===== config.mk =====
export PLATFORM = sky130hd
export DESIGN_NAME = dma_rd_sched_flat
export DESIGN_NICKNAME = d
export VERILOG_FILES = /design/src/rtl/dma_rd_sched_if.sv /design/src/rtl/dma_rd_sched.sv /design/src/flat_wrapper.sv
export SDC_FILE = /design/constraint.sdc
export NUM_CORES = 1
export LEC_CHECK = 0
export ABC_AREA = 1
export ABC_CLOCK_PERIOD_IN_PS = 7390
export BUFFER_PORTS_ARGS = -buffer_cell sky130_fd_sc_hd__buf_2
export CORE_AREA = 2 2 151 153
export CTS_CLUSTER_DIAMETER = 30
export DETAILED_ROUTE_END_ITERATION = 7
export DIE_AREA = 0 0 153 155
export GPL_ROUTABILITY_DRIVEN = 0
export GPL_TIMING_DRIVEN = 1
export PLACE_DENSITY = 0.68
export SLEW_MARGIN = 20
export SYNTH_ARGS = -nofsm -noshare
export SYNTH_HDL_FRONTEND = slang
export SYNTH_SLANG_ARGS = --single-unit
export TNS_END_PERCENT = 50

===== constraint.sdc =====
create_clock -name clk -period 7.39 [get_ports clk]
set_input_delay 1.478 -clock clk [delete_from_list [all_inputs] [get_ports clk]]
set_output_delay 1.478 -clock clk [all_outputs]
set_load 0.05 [all_outputs]

===== src/rtl/dma_rd_sched_if.sv =====
// dma_rd_sched_if: descriptor, fetch and room-return signals
// between a DMA read scheduler and its channels/read engine.
interface dma_rd_sched_if #(
    parameter int NCH    = 4,
    parameter int ADDR_W = 32,
    parameter int LEN_W  = 8,
    parameter int ROOM_W = 9
);
    localparam int CH_W = $clog2(NCH);

    logic [NCH-1:0]        chan_enable;
    logic [NCH-1:0]        descp_valid;
    logic [NCH*64-1:0]     descp_data;
    logic [NCH-1:0]        descp_rden;
    logic                  fetch_data;
    logic [CH_W-1:0]       fetch_ch;
    logic [ADDR_W-1:0]     addr_data;
    logic [LEN_W-1:0]      length_data;
    logic                  ack_fetch_data;
    logic [NCH-1:0]        add_room;
    logic [NCH*LEN_W-1:0]  add_value;
    logic [NCH*ROOM_W-1:0] room_avail;
    logic [NCH-1:0]        chan_done;

    modport master (
        output chan_enable, descp_valid, descp_data,
        output ack_fetch_data, add_room, add_value,
        input  descp_rden, fetch_data, fetch_ch,
        input  addr_data, length_data, room_avail, chan_done
    );

    modport slave (
        input  chan_enable, descp_valid, descp_data,
        input  ack_fetch_data, add_room, add_value,
        output descp_rden, fetch_data, fetch_ch,
        output addr_data, length_data, room_avail, chan_done
    );
endinterface


===== src/rtl/dma_rd_sched.sv =====
// dma_rd_sched: round-robin descriptor scheduler issuing one
// outstanding read request at a time, gated by per-channel room.
module dma_rd_sched #(
    parameter int NCH      = 4,
    parameter int ADDR_W   = 32,
    parameter int LEN_W    = 8,
    parameter int ROOM_W   = 9,
    parameter int MAX_ROOM = 256
) (
    input  logic          clk,
    input  logic          rstb,
    dma_rd_sched_if.slave bus
);
    localparam int CH_W = $clog2(NCH);
    // wide enough for room + add without overflow
    localparam int CW = ((ROOM_W > LEN_W) ? ROOM_W : LEN_W) + 1;

    typedef enum logic {ARB, REQ} state_e;

    state_e            state_q, state_d;
    logic [CH_W-1:0]   last_q, last_d;
    logic [CH_W-1:0]   ch_q, ch_d;
    logic [ADDR_W-1:0] addr_q, addr_d;
    logic [LEN_W-1:0]  len_q, len_d;
    logic              lastf_q, lastf_d;
    logic [ROOM_W-1:0] room_q [NCH];
    logic [ROOM_W-1:0] room_d [NCH];

    logic [ADDR_W-1:0] d_addr [NCH];
    logic [LEN_W-1:0]  d_len  [NCH];
    logic [NCH-1:0]    d_last;
    logic [NCH-1:0]    elig;
    logic [NCH-1:0]    rden;
    logic [NCH-1:0]    done;
    logic [CW-1:0]     sum    [NCH];
    logic              found;
    logic [CH_W-1:0]   gidx;
    logic [CH_W-1:0]   idx;
    logic              ack_fire;
    logic              unused_desc;

    assign unused_desc = ^bus.descp_data;
    assign ack_fire = (state_q == REQ) && bus.ack_fetch_data && !rstb;

    for (genvar n = 0; n < NCH; n++) begin : g_ch
        assign d_addr[n] = bus.descp_data[64*n +: ADDR_W];
        assign d_len[n]  = bus.descp_data[64*n+32 +: LEN_W];
        assign d_last[n] = bus.descp_data[64*n+63];
        assign elig[n]   = bus.chan_enable[n] && bus.descp_valid[n] &&
                           ((d_len[n] == '0) ||
                            (CW'(room_q[n]) >= CW'(d_len[n])));
        assign bus.room_avail[n*ROOM_W +: ROOM_W] = room_q[n];
    end

    assign bus.fetch_data  = (state_q == REQ);
    assign bus.fetch_ch    = ch_q;
    assign bus.addr_data   = addr_q;
    assign bus.length_data = len_q;
    assign bus.descp_rden  = rden;
    assign bus.chan_done   = done;

    // Round-robin grant search, request latch and retire pulses
    always_comb begin
        state_d = state_q;
        last_d  = last_q;
        ch_d    = ch_q;
        addr_d  = addr_q;
        len_d   = len_q;
        lastf_d = lastf_q;
        rden    = '0;
        done    = '0;
        found   = 1'b0;
        gidx    = '0;
        idx     = '0;
        unique case (state_q)
            ARB: begin
                for (int i = 1; i <= NCH; i++) begin
                    idx = CH_W'((int'(last_q) + i) % NCH);
                    if (!found && elig[idx]) begin
                        found = 1'b1;
                        gidx  = idx;
                    end
                end
                // no grant is taken while reset is held
                if (found && !rstb) begin
                    if (d_len[gidx] == '0) begin
                        rden[gidx] = 1'b1;
                        done[gidx] = d_last[gidx];
                        last_d     = gidx;
                    end else begin
                        ch_d    = gidx;
                        addr_d  = d_addr[gidx];
                        len_d   = d_len[gidx];
                        lastf_d = d_last[gidx];
                        state_d = REQ;
                    end
                end
            end
            REQ: begin
                if (ack_fire) begin
                    rden[ch_q] = 1'b1;
                    done[ch_q] = lastf_q;
                    last_d     = ch_q;
                    state_d    = ARB;
                end
            end
        endcase
    end

    // Room counters: subtract on ack, add on return, saturate
    always_comb begin
        for (int n = 0; n < NCH; n++) begin
            sum[n] = CW'(room_q[n]);
            if (ack_fire && (ch_q == CH_W'(n))) begin
                sum[n] = sum[n] - CW'(len_q);
            end
            if (bus.add_room[n]) begin
                sum[n] = sum[n] + CW'(bus.add_value[n*LEN_W +: LEN_W]);
            end
            room_d[n] = (sum[n] > CW'(MAX_ROOM)) ?
                        ROOM_W'(MAX_ROOM) : sum[n][ROOM_W-1:0];
        end
    end

    // State, latched request and room registers
    always_ff @(posedge clk or posedge rstb) begin
        if (rstb) begin
            state_q <= ARB;
            last_q  <= CH_W'(NCH - 1);
            ch_q    <= '0;
            addr_q  <= '0;
            len_q   <= '0;
            lastf_q <= 1'b0;
            for (int n = 0; n < NCH; n++) begin
                room_q[n] <= ROOM_W'(MAX_ROOM);
            end
        end else begin
            state_q <= state_d;
            last_q  <= last_d;
            ch_q    <= ch_d;
            addr_q  <= addr_d;
            len_q   <= len_d;
            lastf_q <= lastf_d;
            for (int n = 0; n < NCH; n++) begin
                room_q[n] <= room_d[n];
            end
        end
    end
endmodule


===== src/flat_wrapper.sv =====
// flat-port wrapper written by rule: the top's interface ports become plain ports
module dma_rd_sched_flat 
#(
    parameter int NCH      = 4,
    parameter int ADDR_W   = 32,
    parameter int LEN_W    = 8,
    parameter int ROOM_W   = 9,
    parameter int MAX_ROOM = 256
)
  (clk, rstb, bus_chan_enable, bus_descp_valid, bus_descp_data, bus_ack_fetch_data, bus_add_room, bus_add_value, bus_descp_rden, bus_fetch_data, bus_fetch_ch, bus_addr_data, bus_length_data, bus_room_avail, bus_chan_done);
  dma_rd_sched_if #(.NCH(NCH), .ADDR_W(ADDR_W), .LEN_W(LEN_W), .ROOM_W(ROOM_W)) bus_i ();
  input  logic clk;
  input  logic rstb;
  input wire logic [$bits(bus_i.chan_enable)-1:0] bus_chan_enable;
  input wire logic [$bits(bus_i.descp_valid)-1:0] bus_descp_valid;
  input wire logic [$bits(bus_i.descp_data)-1:0] bus_descp_data;
  input wire logic [$bits(bus_i.ack_fetch_data)-1:0] bus_ack_fetch_data;
  input wire logic [$bits(bus_i.add_room)-1:0] bus_add_room;
  input wire logic [$bits(bus_i.add_value)-1:0] bus_add_value;
  output wire logic [$bits(bus_i.descp_rden)-1:0] bus_descp_rden;
  output wire logic [$bits(bus_i.fetch_data)-1:0] bus_fetch_data;
  output wire logic [$bits(bus_i.fetch_ch)-1:0] bus_fetch_ch;
  output wire logic [$bits(bus_i.addr_data)-1:0] bus_addr_data;
  output wire logic [$bits(bus_i.length_data)-1:0] bus_length_data;
  output wire logic [$bits(bus_i.room_avail)-1:0] bus_room_avail;
  output wire logic [$bits(bus_i.chan_done)-1:0] bus_chan_done;
  assign bus_i.chan_enable = bus_chan_enable;
  assign bus_i.descp_valid = bus_descp_valid;
  assign bus_i.descp_data = bus_descp_data;
  assign bus_i.ack_fetch_data = bus_ack_fetch_data;
  assign bus_i.add_room = bus_add_room;
  assign bus_i.add_value = bus_add_value;
  assign bus_descp_rden = bus_i.descp_rden;
  assign bus_fetch_data = bus_i.fetch_data;
  assign bus_fetch_ch = bus_i.fetch_ch;
  assign bus_addr_data = bus_i.addr_data;
  assign bus_length_data = bus_i.length_data;
  assign bus_room_avail = bus_i.room_avail;
  assign bus_chan_done = bus_i.chan_done;
  dma_rd_sched #(.NCH(NCH), .ADDR_W(ADDR_W), .LEN_W(LEN_W), .ROOM_W(ROOM_W), .MAX_ROOM(MAX_ROOM)) u_core (.clk(clk), .rstb(rstb), .bus(bus_i));
endmodule

Word level (Yosys, flattened, before mapping). Cells that the tools add are included.

Output and inout bits: 87. ROM bits: 0. Register bits: 82. Memory bits (writable): 0. Memories kept: 0. Latch bits: 0. Input bits: 303.

Div/mod/pow operators: 0. Bitwise logic cells: 5. Equal/unequal tests: 6. Add/subtract/negate cells: 12. Shift-type cells: 0. Reduce and logical (&&, ||, !) cells: 36. Multiply operators: 0. Mux-type cells: 61. $lt $le $gt $ge: 17.

Operator list (number): $mux 10 (8); $bmux 32 s2 (1); $mux 32 (2); $add 10x8->10 (4); $gt 10x9->1 const B (4); $logic_not 8->1 (5); $sub 9x8->10 (4); $ge 9x8->1 (4); $mux 9 (4); $mux 4 (6); $logic_and 1x1->1 (20); $lt 2x3->1 const B (6); $mux 1 (18); $bmux 8 s2 (1); $mux 2 (8); $mux 8 (2); $pmux 4 s2 (2); $bmux 1 s2 (5); $and 4x4->4 (2); $reduce_and 3->1 (2); $add 2x1->2 const B (2); $add 2x2->2 const B (2); $demux 1 s2 (2); $eq 2x2->1 const B (2); other kinds (12) (21).

Depth between registers and ports, before layout.
Depth after elaboration: 27. Gate-level depth with buffers: 28.

Worst setup path after synthesis. Ideal clock, no wire load.

Path type: input -> register. From: input port rstb. To: register u_core.room_q (netlist bit u_core.bus.room_avail[22]). Setup time: 0.072 ns. Required time: 7.318 ns. Cell stages on the path: 25. Setup slack: 0.606 ns. Arrival: 6.713 ns. Cells stage by stage: inv_1 nand3_1 nor3_1 clkinv_1 clkbuf_1 nand2_1 o21ai_0 ha_1 inv_1 nor2_1 nor2_1 nor2_1 nor2_1 o21ai_0 inv_1 nor2_1 nor2_1 nor2_1 o21ai_0 a211oi_1 xor2_1 nand2_1 nand2_1 inv_1 nor2_1.

RTL lines: start, declared (line flat_wrapper.sv:13) `input logic rstb;`; end signal, assigned by index (line dma_rd_sched.sv:135) `room_q[n] <= ROOM_W'(MAX_ROOM);`; end signal, assigned by index (line dma_rd_sched.sv:145) `room_q[n] <= room_d[n];`; end, declared (line dma_rd_sched.sv:26) `logic [ROOM_W-1:0] room_q [NCH];`.

Worst setup path after layout.
From: input port bus_descp_data[228]. To: output port bus_chan_done[0].

Cells in the longest elaborated chain, start to end: 27. Elaborated cells on any way between the ends: 48. Classes of those cells: order compare (3); mux (31); bitwise (2); reduce/logical (12).

RTL lines: start, declared (line flat_wrapper.sv:16) `input wire logic [$bits(bus_i.descp_data)-1:0] bus_descp_data;`; $ge 9x8->1 / $logic_not 8->1 (equally long branches) (line dma_rd_sched.sv:51, dma_rd_sched.sv:50); $logic_or 1x1->1 (line dma_rd_sched.sv:50) `((d_len[n] == '0) ||`; $logic_and 1x1->1 (line dma_rd_sched.sv:49) `assign elig[n] = bus.chan_enable[n] && bus.descp_valid[n] &&`; $bmux 1 s2 (line dma_rd_sched.sv:79) `if (!found && elig[idx]) begin`; $mux 1 (not written as such) (line dma_rd_sched.sv:79); $mux 1 (line dma_rd_sched.sv:79); $mux 1 (line dma_rd_sched.sv:75) `unique case (state_q)`; $logic_not 1->1 (line dma_rd_sched.sv:79); (+11 left out); $lt 2x3->1 (not written as such), or another cell as far along (line dma_rd_sched.sv:88) `done[gidx] = d_last[gidx];`; $logic_and 1x1->1 (not written as such) / $bmux 8 s2 (equally long branches) (line dma_rd_sched.sv:88, dma_rd_sched.sv:86); $mux 1 (not written as such) / $mux 8 (equally long branches) (line dma_rd_sched.sv:88, dma_rd_sched.sv:86); $demux 1 s2 / $mux 8 (equally long branches); $and 4x4->4 (no source line) / $logic_not 8->1 (equally long branches); $mux 4 (line dma_rd_sched.sv:86) `if (d_len[gidx] == '0) begin`; $mux 4 (*) (line dma_rd_sched.sv:85) `if (found && !rstb) begin`; $pmux 4 s2 (*) (line dma_rd_sched.sv:75); end, declared (line flat_wrapper.sv:26) `output wire logic [$bits(bus_i.chan_done)-1:0] bus_chan_done;`.

Mark *: on every way between the ends. The rest lies on a longest branch, timed or not. The select of a mux whose other input is x is not followed.

==> summary.md <==
| Metric | Value |
|---|---|
| Detailed-placement wirelength estimate | 23.6 mm |
| Gate count after technology mapping | 1362 |
| RSZ-0062 raised after global routing | false |
| PwrDens | 525 nW/um^2 |
| Die ar. | 23700 um^2 |
| Net count of the mapped netlist | 1769 |
| Worst flop-to-flop path startpoint | u_core.bus.fetch_data |
| Primary flip-flop cell chosen by synthesis mapping | dfrtp_1 |
| Die height | 155 um |
| Max cap viols | 0 |
| Synthesis-stage register bit count | 82 |
| Leading cell type in the layout, fill and taps excluded | nand2_1 |
| Via count of the first global-routing pass | 9167 |
| Syn avg cell area | 6.55 um^2 |
| Most frequent cells in the layout | 425 x nand2_1, 297 x buf_2, 145 x inv_1, 96 x nor2_1, 96 x ha_1 |
| H-tree levels | 3 |
| Area grow syn2layout | 21.9% |
| Remaining antenna violation count | 0 |
| Count of clock tree sinks | 82 |
| Average wire per standard cell | 15.4 um |
| Clock root buffer master | clkbuf_16 |
| Portion of the clock cycle consumed by the worst path in the final layout | 91.3% |
| Avg Vias per Cell | 5.21 |
| Worst reg2reg path endpoint | u_core.bus.room_avail[18] |
| Standby leakage power | 6.11 nW |
| Number of antenna violations at the first check in global routing | 4 |
| Maximum vdd drop | 0.000227 V |
| Post-route setup TNS | 0 ns |
| Pin count of the biggest net entering global routing | 52 |
| Number of synthesized flops with an enable pin | 0 |
| Detailed Routing Iterations Pass 1 | 5 |
| Critical Path RT | 5.91 ns |
| Resized Gates After CTS | 0 |
| Proportion of register bits with asynchronous set or reset after synthesis | 100% |
| Top-level port count | 390 |
| Worst r2r path cells | 22 |
| Sequential fraction of the synthesis area | 23.1% |
| Number of violations reported at the end of detailed-routing iteration 0 | 742 |
| PortBufs | 297 |
| Worst-Margin Slew | 1.11 ns |
| Crit path DAT | 5.27 ns |
| Status | finished, final reports clean |
| Starting density of the core | 40.2% |
| Synthesized area | 8930 um^2 |
| Clock tree from TritonCTS | yes |
| Hold slack | 0.466 ns |
| Max frequency | 0.148 GHz |
| Relative contribution of combinational cells to total power | 76.2% |
| Period minus WS final | 6.75 ns |
| Max-slew violations | 0 |
| Clock transition at the registers of the reported paths | 0.07 ns |
| Internal power consumption | 2.23 mW |
| Vias after detailed routing | 10017 |
| Reg-to-reg setup timing slack | 2.30 ns |
| Overflow left after global routing | 0 |
| Final cell area excluding filler cells | 10900 um^2 |
| Overall power of the completed layout | 5.72 mW |
| Number of cell rows | 55 |
| Placeable core region | 22200 um^2 |
| Post-CTS setup buffers | 0 |
| Count of nets after finishing | 2037 |
| Insertion delay of the later-clocked pin in the worst-skew pair | 0.35 ns |
| Overall die width | 153 um |
| Critical path endpoint | bus_chan_done[0] |
| Class of the tightest hold or removal check | reg2reg |
| Type of the worst setup path | in2out |
| Count of synthesis-stage warnings from yosys | 0 |
| Worst slew margin relative to its limit | 26.1% |
| Count of unique library cells instantiated by Yosys | 45 |
| Switching portion of total power | 60.9% |
| Area of placed instances | 10600 um^2 |
| Deepest clock path buffer count | 2 |
| # setup viols final | 0 |
| Share of cells above drive strength 1 | 22.1% |
| Highest net fanout along the worst path | 51 |
| Worst setup SP type | input port |
| Clock buffer count from CTS | 9 |
| Worst Setup End Kind | output port |
| First-pass GRT wire length | 46.8 mm |
| Sequential Power Share | 15.4% |
| Part of the total power dissipated in the clock network | 8.4% |
| Hold violation total from the final report | 0 |
| Routed WL | 29.6 mm |
| Net switching power | 3.48 mW |
| Worst setup path startpoint | bus_descp_data[228] |
| Number of design rule violations left after detail routing | 0 |
| Clock tree skew after final layout | 0.0111 ns |
| Combined global-route utilization of all metal layers | 24.3% |
| Post-CTS Hold Buffers | 0 |
==> worst max-delay path: stages <==
cell and delay, ns:
buf_2 0.12, inv_1 0.05, ha_1 0.29, nand2_1 0.07
nor2_1 0.14, nand2_1 0.07, nand3_1 0.09, nand2_1 0.05
nand2_1 0.11, nand3_1 0.15, nand3_1 0.15, nand2_2 0.09
nand2_1 0.08, nand2_1 0.07, nand2_2 0.17, nand2_4 0.36
nand3_1 0.18, nand2_1 0.08, nor2_1 0.20, nand2_1 0.10
nor2_2 0.15, nand2_4 0.26, nor2_2 0.19, nand2_1 0.06
o21ai_1 0.15, buf_2 0.33
==> power by group through the flow <==
stage               registers [mW]  logic, mW  clock network, mW
floorplan                     1.44       2.79                  0
global placement             0.881       4.25                  0
detailed placement           0.883       4.32                  0
CTS                          0.878       4.34              0.489
global route                 0.907       4.87              0.512
finish                       0.879       4.36              0.479
==> state kept, by name, summed over array words and instances, names as in the netlist <==
register	count
u_core.bus.room_avail	36
u_core.bus.addr_data	32
u_core.bus.length_data	8
u_core.bus.fetch_ch	2
u_core.last_q	2
u_core.bus.fetch_data	1
u_core.lastf_q	1
==> synthesized netlist by cell type (6+ instances only) <==
library cell | count | area [um^2]
a211oi_1 | 6 | 45.0
nor2_1 | 97 | 364
nand2_1 | 425 | 1600
inv_1 | 146 | 548
buf_2 | 14 | 70.1
nand2_2 | 6 | 37.5
nand4_1 | 86 | 538
or2_2 | 8 | 50.1
o31ai_1 | 9 | 67.6
xnor2_1 | 13 | 114
xor2_1 | 23 | 201
ha_1 | 96 | 1200
o21ai_0 | 82 | 410
dfrtp_1 | 76 | 1900
nand3_1 | 91 | 455
clkbuf_1 | 18 | 67.6
dfstp_2 | 6 | 158
buf_4 | 6 | 45.0
nor3_1 | 25 | 125
fa_1 | 8 | 160
nor2_2 | 8 | 50.1
a21oi_1 | 59 | 295
==> per-layer routing <==
metal	track usage, %	routed length (um)	up-vias
met1	33.1	13400	4562
li1	-	-	5067
met4	8.02	775	2
met5	0	13	-
met3	3.43	1650	57
met2	39.8	13800	329
==> how the worst min path moves through the flow <==
stage / start / to / slack, ns / cells after the start
2_1_floorplan: u_core.lastf_q / u_core.lastf_q / 0.44 / 2
3_3_place_gp: u_core.bus.addr_data[3] / u_core.bus.addr_data[3] / 0.45 / 2
3_5_place_dp: u_core.bus.addr_data[13] / u_core.bus.addr_data[13] / 0.45 / 2
4_1_cts: u_core.bus.addr_data[27] / u_core.bus.addr_data[27] / 0.47 / 2
5_1_grt: u_core.bus.addr_data[12] / u_core.bus.addr_data[12] / 0.48 / 2
6_report: u_core.bus.addr_data[13] / u_core.bus.addr_data[13] / 0.47 / 2
==> stage by stage <==
stage / setup WS, ns / instances / utilization (%)
global route: 0.263 / 1922 / 49.0
finish: 0.640 / 1923 / 49.0
global placement: 0.768 / 1904 / 47.5
CTS: 0.716 / 1920 / 48.9
detailed placement: 0.724 / 1904 / 47.5
floorplan: 0.606 / 1362 / -
==> cells by family after synthesis <==
group,Yosys count,share of synthesized area [%]
AO/OA/AOI/OAI,179,11.1
XOR/XNOR,36,3.53
adder cells (fa/ha/maj),104,15.2
buffers and inverters,198,9.21
flip-flops,82,23.1
multiplexers,1,0.112
AND/OR/NAND/NOR,762,37.8
==> final cells by class <==
cell class              count  area (um^2)
clock buffers              10          239
flip-flops and latches     82         2060
fillers                  2273        11300
clock inverters             6         71.3
diodes                      3         7.51
inverters                 152          573
multi-input cells        1082         6050
repair buffers            303         1530
well taps                 285          357
Note: power is estimated with default switching activity, not from simulation.
